===== src/rtl/alu_control_if.sv =====
// Bus between the main control unit and the ALU control decoder:
// operation class and function field in, ALU select and illegal flag out.
interface alu_control_if;
   logic [1:0] ALUop;
   logic [5:0] func;
   logic [3:0] ALUctr;
   logic       illegal;

   // Main control side: drives the decode request, observes the result.
   modport master (
      output ALUop,
      output func,
      input  ALUctr,
      input  illegal
   );

   // Decoder side: consumes the request, produces the registered result.
   modport slave (
      input  ALUop,
      input  func,
      output ALUctr,
      output illegal
   );
endinterface


===== src/rtl/alu_control.sv =====
// ALU control decoder for the single-cycle MIPS-subset datapath.
// Combines ALUop with the R-type function field into a 4-bit ALU select,
// flags unsupported function codes, and registers both results.
module alu_control (
   input  logic          clk,
   input  logic          rst,
   alu_control_if.slave  bus
);

   localparam logic [3:0] CTR_AND     = 4'b0000;
   localparam logic [3:0] CTR_OR      = 4'b0001;
   localparam logic [3:0] CTR_ADD     = 4'b0010;
   localparam logic [3:0] CTR_ADDU    = 4'b0011;
   localparam logic [3:0] CTR_SLL     = 4'b0100;
   localparam logic [3:0] CTR_SUB     = 4'b0110;
   localparam logic [3:0] CTR_SUBU    = 4'b0111;
   localparam logic [3:0] CTR_SLT     = 4'b1000;
   localparam logic [3:0] CTR_SLTU    = 4'b1001;
   localparam logic [3:0] CTR_INVALID = 4'b1111;

   logic [3:0] ctr_s;
   logic       illegal_s;
   logic [3:0] ctr_r;
   logic       illegal_r;

   // Decode the current {ALUop, func} into the next ALU select and illegal flag.
   always_comb begin
      ctr_s     = CTR_ADD;
      illegal_s = 1'b0;
      case (bus.ALUop)
         2'b00: begin
            ctr_s = CTR_ADD;
         end
         2'b01, 2'b11: begin
            ctr_s = CTR_SUB;
         end
         2'b10: begin
            case (bus.func)
               6'b100000: ctr_s = CTR_ADD;
               6'b100001: ctr_s = CTR_ADDU;
               6'b100010: ctr_s = CTR_SUB;
               6'b100011: ctr_s = CTR_SUBU;
               6'b100100: ctr_s = CTR_AND;
               6'b100101: ctr_s = CTR_OR;
               6'b000000: ctr_s = CTR_SLL;
               6'b101010: ctr_s = CTR_SLT;
               // Both SLTU encodings seen in the toolchain are accepted.
               6'b101001: ctr_s = CTR_SLTU;
               6'b101011: ctr_s = CTR_SLTU;
               default: begin
                  ctr_s     = CTR_INVALID;
                  illegal_s = 1'b1;
               end
            endcase
         end
         default: begin
            ctr_s     = CTR_ADD;
            illegal_s = 1'b0;
         end
      endcase
   end

   // Output register; reset forces a harmless ADD with no illegal flag.
   always_ff @(posedge clk or posedge rst) begin
      if (rst) begin
         ctr_r     <= CTR_ADD;
         illegal_r <= 1'b0;
      end else begin
         ctr_r     <= ctr_s;
         illegal_r <= illegal_s;
      end
   end

   assign bus.ALUctr  = ctr_r;
   assign bus.illegal = illegal_r;

endmodule


===== src/flat_wrapper.sv =====
// flat-port wrapper written by rule: the top's interface ports become plain ports
module alu_control_flat 
  (clk, rst, bus_ALUop, bus_func, bus_ALUctr, bus_illegal);
  alu_control_if bus_i ();
  input  logic clk;
  input  logic rst;
  input wire logic [$bits(bus_i.ALUop)-1:0] bus_ALUop;
  input wire logic [$bits(bus_i.func)-1:0] bus_func;
  output wire logic [$bits(bus_i.ALUctr)-1:0] bus_ALUctr;
  output wire logic [$bits(bus_i.illegal)-1:0] bus_illegal;
  assign bus_i.ALUop = bus_ALUop;
  assign bus_i.func = bus_func;
  assign bus_ALUctr = bus_i.ALUctr;
  assign bus_illegal = bus_i.illegal;
  alu_control u_core (.clk(clk), .rst(rst), .bus(bus_i));
endmodule

===== config.mk =====
export PLATFORM = sky130hd
export DESIGN_NAME = alu_control_flat
export DESIGN_NICKNAME = d
export VERILOG_FILES = /design/src/rtl/alu_control_if.sv /design/src/rtl/alu_control.sv /design/src/flat_wrapper.sv
export SDC_FILE = /design/constraint.sdc
export NUM_CORES = 1
export LEC_CHECK = 0
export BUFFER_PORTS_ARGS = -buffer_cell sky130_fd_sc_hd__buf_2
export CAP_MARGIN = 30
export CORE_AREA = 10 10 47 49
export DETAILED_ROUTE_END_ITERATION = 8
export DIE_AREA = 0 0 57 59
export PLACE_DENSITY = 0.49
export SYNTH_ARGS = -nofsm -noshare
export SYNTH_HDL_FRONTEND = slang
export SYNTH_SLANG_ARGS = --single-unit

===== constraint.sdc =====
create_clock -name clk -period 1.45 [get_ports clk]
set_clock_uncertainty 0.1 [all_clocks]
set_input_delay 0.0725 -clock clk [delete_from_list [all_inputs] [get_ports clk]]
set_output_delay 0.0725 -clock clk [all_outputs]
set_load 0.03 [all_outputs]

=== Word-level counts from Yosys, hierarchy flattened ===
Index checks and enable logic that the tools add are counted.

* Latch bits: 0
* Memories kept: 0
* Memory bits (read-only): 0
* Output and inout bits: 5
* Flip-flop bits (word level): 5
* Input port bits: 10
* Memory bits (writable): 0
* Logic and storage cells: 23

* Multiply operators: 0
* Bitwise logic cells: 0
* Add/sub/neg operators: 0
* Order comparisons: 0
* Muxes and demuxes: 4
* Shifts and indexed selects: 0
* Equality and inequality tests: 12
* Divide/modulo/power cells: 0
* Reduce and logical (&&, ||, !) cells: 5

{| class="wikitable"
|+ Operators with widths
! kind !! number
|-
| 6-bit equality test (second input constant) || 9
|-
| 4-bit case mux with 9 select lines || 1
|-
| 4-bit case mux with 3 select lines || 1
|-
| 10-bit OR reduction || 1
|-
| 6-bit logical NOT || 1
|-
| 2-bit equality test (second input constant) || 2
|-
| 2-bit OR reduction || 2
|-
| 2-bit by 1-bit equality test with 1-bit output (second input constant) || 1
|-
| 2-bit logical NOT || 1
|-
| 1-bit 2-to-1 mux || 2
|}

=== Depth between registers and ports, before layout ===
Gate-level depths: netlist (run 1).

* Depth after elaboration: 4
* Gate-level depth with buffers: 4
* Gate-level depth less buffers: 4

=== Worst setup path before layout (run 1) ===
No wires, ideal clock.

* Path type: input port to flip-flop
* Start: input port bus_func[5]
* End: register u_core.ctr_r[0] (netlist: u_core.bus.ALUctr[0])
* Arrival time: 1.065 ns
* Path buffers: 0
* Slack: 0.164 ns
* Setup time: 0.120 ns
* Required time: 1.230 ns
* Cell stages on the path: 4
* Cells stage by stage: or3_4 -> a2111oi_4 -> a211oi_2 -> a41o_1

* Word-level cells in the longest chain between the ends: 4
* Elaborated cells on any way between the ends: 13
* Classes of those cells: eq/ne (9); mux (2); reduce/logical (2)

{| class="wikitable"
|+ RTL lines
! what !! line !! source
|-
| start: declaration || flat_wrapper.sv:8 || <nowiki>input wire logic [$bits(bus_i.func)-1:0] bus_func;</nowiki>
|-
| 6-bit equality test || alu_control.sv:38 || <nowiki>case (bus.func)</nowiki>
|-
| 2-bit OR reduction (no source line) || -- ||
|-
| 4-bit case mux with 9 select lines (*) || alu_control.sv:38 ||
|-
| 4-bit case mux with 3 select lines (*) || alu_control.sv:30 || <nowiki>case (bus.ALUop)</nowiki>
|-
| via u_core.ctr_s[0] || alu_control.sv:21 || <nowiki>logic [3:0] ctr_s;</nowiki>
|-
| end signal: assignment || alu_control.sv:69 || <nowiki>ctr_r <= ctr_s;</nowiki>
|-
| end: declaration || alu_control.sv:23 || <nowiki>logic [3:0] ctr_r;</nowiki>
|}

Mark *: on every way through the listed nets, which the timed path passes. The rest lies on a longest branch.

=== Final worst setup path (run 1) ===
* Start: input port bus_ALUop[0]
* End: register u_core.ctr_r[2] (netlist: u_core.bus.ALUctr[2])

* Word-level cells in the longest chain between the ends: 3
* Elaborated cells on any way between the ends: 6
* Classes of those cells: eq/ne (3); mux (1); reduce/logical (2)

{| class="wikitable"
|+ RTL lines
! what !! line !! source
|-
| start: declaration || flat_wrapper.sv:7 || <nowiki>input wire logic [$bits(bus_i.ALUop)-1:0] bus_ALUop;</nowiki>
|-
| 2-bit by 1-bit equality test with 1-bit output or 2-bit equality test (tied branches) || alu_control.sv:30 ||
|-
| 2-bit OR reduction || alu_control.sv:30 ||
|-
| 4-bit case mux with 3 select lines (*) || alu_control.sv:30 ||
|-
| via u_core.ctr_s[2] || alu_control.sv:21 ||
|}

Marks and branches as above.

==> run_results.csv, run 1 <==
group,metric,value,unit
clocking,ctsRootBufferMaster,"clkbuf_4",
timing,setup_viol,0,
critical_path,end_kind,"flip-flop",
clocking,cts_tree,"done",
floorplanning,row_count,14,
clocking,cts.sinks,5,
critical_path,cp.required,1.47,ns
floorplanning,initial_utilization,19.6,%
grt,grt_most_used_layer,"met2",
floorplanning,dieArea,3360,µm²
place,post-place-ws,-0.0189,ns
logic_synthesis,yosysTopAreaCell,"dfrtp_1",
logic_synthesis,syn_area,275,µm²
timing,timing.hold.ws,0.103,ns
critical_path,crit_type,"in -> reg",
timing,setup_slack,0.0536,ns
floorplanning,core_area,1400,µm²
clocking,htreeDepth,1,
power_and_ir_drop,power_density,868,nW/µm²
logic_synthesis,synthMostInstantiatedCell,"dfrtp_1",
status,status,"complete, no violations",
cells_and_area,num_antenna_cells,0,
place,routabilityCongestion,0.695,
clocking,cts_inserted_buffers,3,
floorplanning,die_w,57,µm
logic_synthesis,syn_inst,24,
critical_path,path_max_fanout,2,
route,drtPass1Iterations,1,
cells_and_area,drive_gt1_share,56.3,%
logic_synthesis,synthDistinctLibCells,17,
timing,period_share,96.3,%
grt,grt_remaining_overflow,0,
critical_path,critPathLaunchType,"input port",
logic_synthesis,synthArstFlopShare,100,%
timing,tightest_slew,0.474,ns
logic_synthesis,postSynthAreaPerCell,11.5,µm²
hold_path,hold_start,"bus_func[0]",
floorplanning,io_pins,15,
logic_synthesis,synth_common_cells,"dfrtp_1, nor2_1, inv_1, o21ai_0",
route,routed_wirelength,756,µm
job,cap_violations,0,
power_and_ir_drop,peakVddDrop,261,µV
grt,grt_pass1_vias,315,
hold_path,min_to,"u_core.bus.ALUctr[0]",
route,drc_errors,0,
timing,slew_violations,0,
logic_synthesis,yosys_warnings,0,
grt,use_met2,6.36,%
timing,max_freq,716,MHz
hold_path,hold_depth,3,
logic_synthesis,synth_nets,34,
route,post_drt_wl_per_cell,11.8,µm
place,dpl.hpwl,633,µm
grt,grt_max_degree,6,
hold_path,min_path_type,"in -> reg",
route,vias_per_cell,4.14,
logic_synthesis,synth-edff-count,0,
timing,rsz0062_at_grt,"yes",
timing,slew_headroom,68.0,%
timing,hold_viol,0,
logic_synthesis,yosysTopAreaCellShare,36.4,%
place,numPortBuffers,14,
critical_path,cp_data_arrival_time,1.41,ns
grt,grtUsageTotal,4.90,%
logic_synthesis,ys.flop_type,"dfrtp_1",
power_and_ir_drop,leakage,0.211,nW
clocking,clockBufferDepth,2,
logic_synthesis,ys_seq_area_share,45.9,%
grt,gr-usage-met1,5.16,%
route,drtAntennaViolNets,0,
floorplanning,die_h,59,µm
logic_synthesis,ys_ff_latch,5,
logic_synthesis,synth.area.top_cells,"dfrtp_1, a2111oi_4, dfstp_2",
cells_and_area,nets,59,
grt,met3_usage,3.65,%
cells_and_area,syn_to_final_growth,65.5,%
grt,antenna_found_initial,0,
timing,period_minus_slack,1.40,ns
route,num_vias,265,
clocking,clk_pin_slew,0.04,ns
route,drt_iter0_markers,0,
grt,grt_pass1_wl,1300,µm
## timing repair
item                                    4_1_cts  5_1_grt
hold endpoints to repair                      6        0
hold buffers                                  3        0
endpoints found under the setup margin        0        3
resized for setup                             0        3
buffers inserted                              0        0
## cells by family (layout without fill, tap and decap cells)
group / count (synthesis) / count (layout) / synth area share, %
AOI/OAI and AO/OA: 9 / 9 / 32.7
DFF: 5 / 5 / 45.9
buffers and inverters: 2 / 26 / 2.73
and+or+nand+nor: 8 / 8 / 18.6
## power by group
part	leakage, nW	switching (mW)	internal, mW	total, mW
clock	0.0150	0.0508	0.104	0.154
combinational	0.136	0.0515	0.0397	0.0913
sequential	0.0600	0.00168	0.148	0.150
## worst max-delay path, stage by stage
cell and delay, ns:
dlygate4sd3_1 0.53, buf_2 0.13, a21o_1 0.14, dlygate4sd3_1 0.54
## registers in the layout, indices dropped and copies added, names as in the netlist
name	cells
u_core.bus.ALUctr	4
u_core.bus.illegal	1
## per-stage QoR
stage / utilization (%) / std cells / area (µm²) / setup TNS (ns) / total power [mW]
floorplan: - / 24 / 275 / 0 / 0.193
global placement: 27.7 / 57 / 388 / -0.0184 / 0.232
detailed placement: 27.7 / 57 / 388 / -0.0189 / 0.233
CTS: 31.7 / 64 / 444 / 0 / 0.400
global route: 32.5 / 64 / 455 / 0 / 0.419
finish: 32.5 / 64 / 455 / 0 / 0.395
## area by class of cell
cell class	instances	area [µm²]
flip-flops and latches	5	126
repair buffers	20	123
clock buffers	4	26.3
multi-input cells	17	153
well taps	16	20.0
inverters	2	7.51
fillers	159	946
## worst max-delay path by stage
stage                      start                   end  slack, ns  depth (start not counted)
floorplan            bus_func[5]  u_core.bus.ALUctr[0]       0.16                          4
global route         bus_func[0]  u_core.bus.ALUctr[2]      0.006                          7
finish              bus_ALUop[0]  u_core.bus.ALUctr[2]       0.05                          4
global placement     bus_func[5]  u_core.bus.ALUctr[0]      -0.01                          5
detailed placement   bus_func[5]  u_core.bus.ALUctr[0]      -0.02                          5
CTS                  bus_func[2]  u_core.bus.ALUctr[2]       0.02                          6
## placed cells by master, fill, tap and decap left out, drive strengths merged, types with 2 or more instances in the layout
| master | Yosys | layout |
|---|---|---|
| o21ai | 2 | 2 |
| nor2 | 3 | 3 |
| clkbuf | 0 | 4 |
| dfrtp | 4 | 4 |
| dlygate4sd3 | 0 | 3 |
| buf | 0 | 17 |
| inv | 2 | 2 |
## metal layers
layer / vias up / part of all wire, %
met5: - / 0
met4: 0 / 0
met3: 0 / 14
met2: 15 / 37
met1: 114 / 48
li1: 136 / -
No activity file was read; power rests on OpenSTA's default activity.
==> inputs of run 2 (changes only) <==
- clock period: 1.45 -> 1.4 ns (I/O delays scaled with it)
==> run_results.csv, run 2 (same netlist as run 1, synthesis figures left out) <==
group,metric,value,unit
power_and_ir_drop,leakage,0.215,nW
clocking,cts_inserted_buffers,3,
timing,setup_slack,0.0953,ns
hold_path,min_to,"u_core.bus.ALUctr[0]",
power_and_ir_drop,power_density,895,nW/µm²
cells_and_area,final_common_cell,"buf_2",
critical_path,cp_top_family,"buffers and inverters",
hold_path,hold_start,"bus_func[0]",
critical_path,cp_data_arrival_time,1.38,ns
floorplanning,core_area,1400,µm²
clocking,cts.sinks,5,
floorplanning,die_w,57,µm
floorplanning,die_h,59,µm
timing,tightest_slew,0.441,ns
critical_path,cp.required,1.48,ns
cells_and_area,finalCoreUtilization,32.4,%
timing,slew_violations,0,
route,drtPass1Iterations,3,
cells_and_area,seqCellArea,126,µm²
floorplanning,dieArea,3360,µm²
cells_and_area,syn_to_final_growth,65.0,%
clocking,clockBufferDepth,2,
power_and_ir_drop,power_switching,0.105,mW
critical_path,max_stage_delay,0.52,ns
place,post-place-ws,-0.0417,ns
timing,period_share,93.2,%
grt,grt_pass1_vias,338,
critical_path,cp.depth,6,
critical_path,crit_type,"in -> reg",
power_and_ir_drop,peakVddDrop,211,µV
place,numPortBuffers,14,
critical_path,critPathLaunchType,"input port",
grt,grt_remaining_overflow,0,
route,drtAntennaViolNets,0,
floorplanning,io_pins,15,
place,dpl_cell_area,395,µm²
critical_path,crit_buf_inv,3,
floorplanning,row_count,14,
critical_path,path_cells,"dlygate4sd3_1 -> buf_2 -> nor2b_2 -> o41ai_1 -> a211oi_2 -> buf_4",
clocking,htreeDepth,1,
floorplanning,initial_utilization,19.6,%
cells_and_area,drive_gt1_share,55.1,%
route,drc_errors,0,
power_and_ir_drop,p_total,0.407,mW
cells_and_area,stdcell_count,65,
clocking,ctsRootBufferMaster,"clkbuf_4",
timing,slew_headroom,70.2,%
cells_and_area,multi_input_area,144,µm²
grt,grtUsageTotal,5.25,%
cells_and_area,largest_reg_flops,4,
clocking,clk_pin_slew,0.04,ns
cells_and_area,num-fill-cells,160,
place,routabilityCongestion,0.692,
clocking,cts_tree,"done",
timing,max_freq,766,MHz
power_and_ir_drop,combPwrFrac,22.8,%
cells_and_area,final_cell_mix,"buf_2, buf_4, dfrtp_1",
critical_path,end_kind,"flip-flop",
cells_and_area,design_area,454,µm²
power_and_ir_drop,seqPwrFrac,38.1,%
place,placed_cells,58,
hold_path,hold_depth,3,
cells_and_area,nets,60,
cells_and_area,num_antenna_cells,0,
timing,hold_viol,0,
critical_path,critPathSlowestCell,"dlygate4sd3_1",
timing,period_minus_slack,1.30,ns
route,drt_iter0_markers,1,
route,num_vias,271,
route,routed_wirelength,749,µm
route,post_drt_wl_per_cell,11.5,µm
grt,antenna_found_initial,0,
status,status,"complete, no violations",
timing,setup_viol,0,
power_and_ir_drop,p_int,0.301,mW
job,cap_violations,0,
power_and_ir_drop,swShare,25.9,%
power_and_ir_drop,clkPwrFrac,39.1,%
route,vias_per_cell,4.17,
grt,grt_pass1_wl,1390,µm
critical_path,path_max_fanout,3,
hold_path,min_path_type,"in -> reg",
place,dpl.hpwl,631,µm
grt,grt_max_degree,6,
[run 2: changes by cell type in the layout (fill, tap and decap cells not counted)]
cell | before | now
nor2_1 | 2 | 3
nor2_2 | 1 | 0
nor3b_2 | 0 | 1
nor3b_4 | 1 | 0
buf_4 | 3 | 4
[run 2: power by group through the flow]
stage               sequential, mW  clock, mW  combinational (mW)
detailed placement           0.157          0              0.0860
floorplan                    0.173          0              0.0267
CTS                          0.155      0.171              0.0929
global route                 0.155      0.175               0.104
global placement             0.157          0              0.0862
finish                       0.155      0.159              0.0926
[run 2: routing by layer]
metal | vias up | wire (µm) | track usage (%)
li1 | 139 | - | -
met1 | 117 | 383 | 5.88
met2 | 15 | 296 | 7.29
met3 | 0 | 68 | 2.79
met4 | 0 | 0 | 4.03
met5 | - | 0 | 0
[run 2: what timing repair did]
item,in CTS,in global routing
buffers inserted,0,0
setup endpoints to repair,0,3
gates resized for setup,0,1
endpoints found under the hold margin,6,0
hold buffers,3,0
[run 2: final cells by class]
| cell class | instances | area share (%) |
|---|---|---|
| multi-input combinational | 17 | 31.7 |
| timing repair buffer | 21 | 28.7 |
| tap | 16 | 4.41 |
| inverter | 2 | 1.65 |
| clock buffer | 4 | 5.79 |
| sequential | 5 | 27.8 |
[run 2: worst max-delay path by stage]
| stage | start | endpoint | slack (ns) |
|---|---|---|---|
| after detailed placement | bus_func[5] | u_core.bus.ALUctr[0] | -0.04 |
| after global routing | bus_ALUop[0] | u_core.bus.illegal | -0.001 |
| after global placement | bus_func[5] | u_core.bus.ALUctr[0] | -0.04 |
| after CTS | bus_ALUop[0] | u_core.bus.illegal | 0.02 |
| after floorplan | bus_func[5] | u_core.bus.ALUctr[0] | 0.12 |
| final | bus_ALUop[0] | u_core.bus.illegal | 0.1 |
[run 2: stage by stage]
step | setup TNS, ns | hold WS [ns]
6_report | 0 | 0.0971
5_1_grt | -0.00139 | 0.116
4_1_cts | 0 | 0.0900
3_5_place_dp | -0.0622 | -0.128
3_3_place_gp | -0.0784 | -0.131
2_1_floorplan | 0 | -0.252
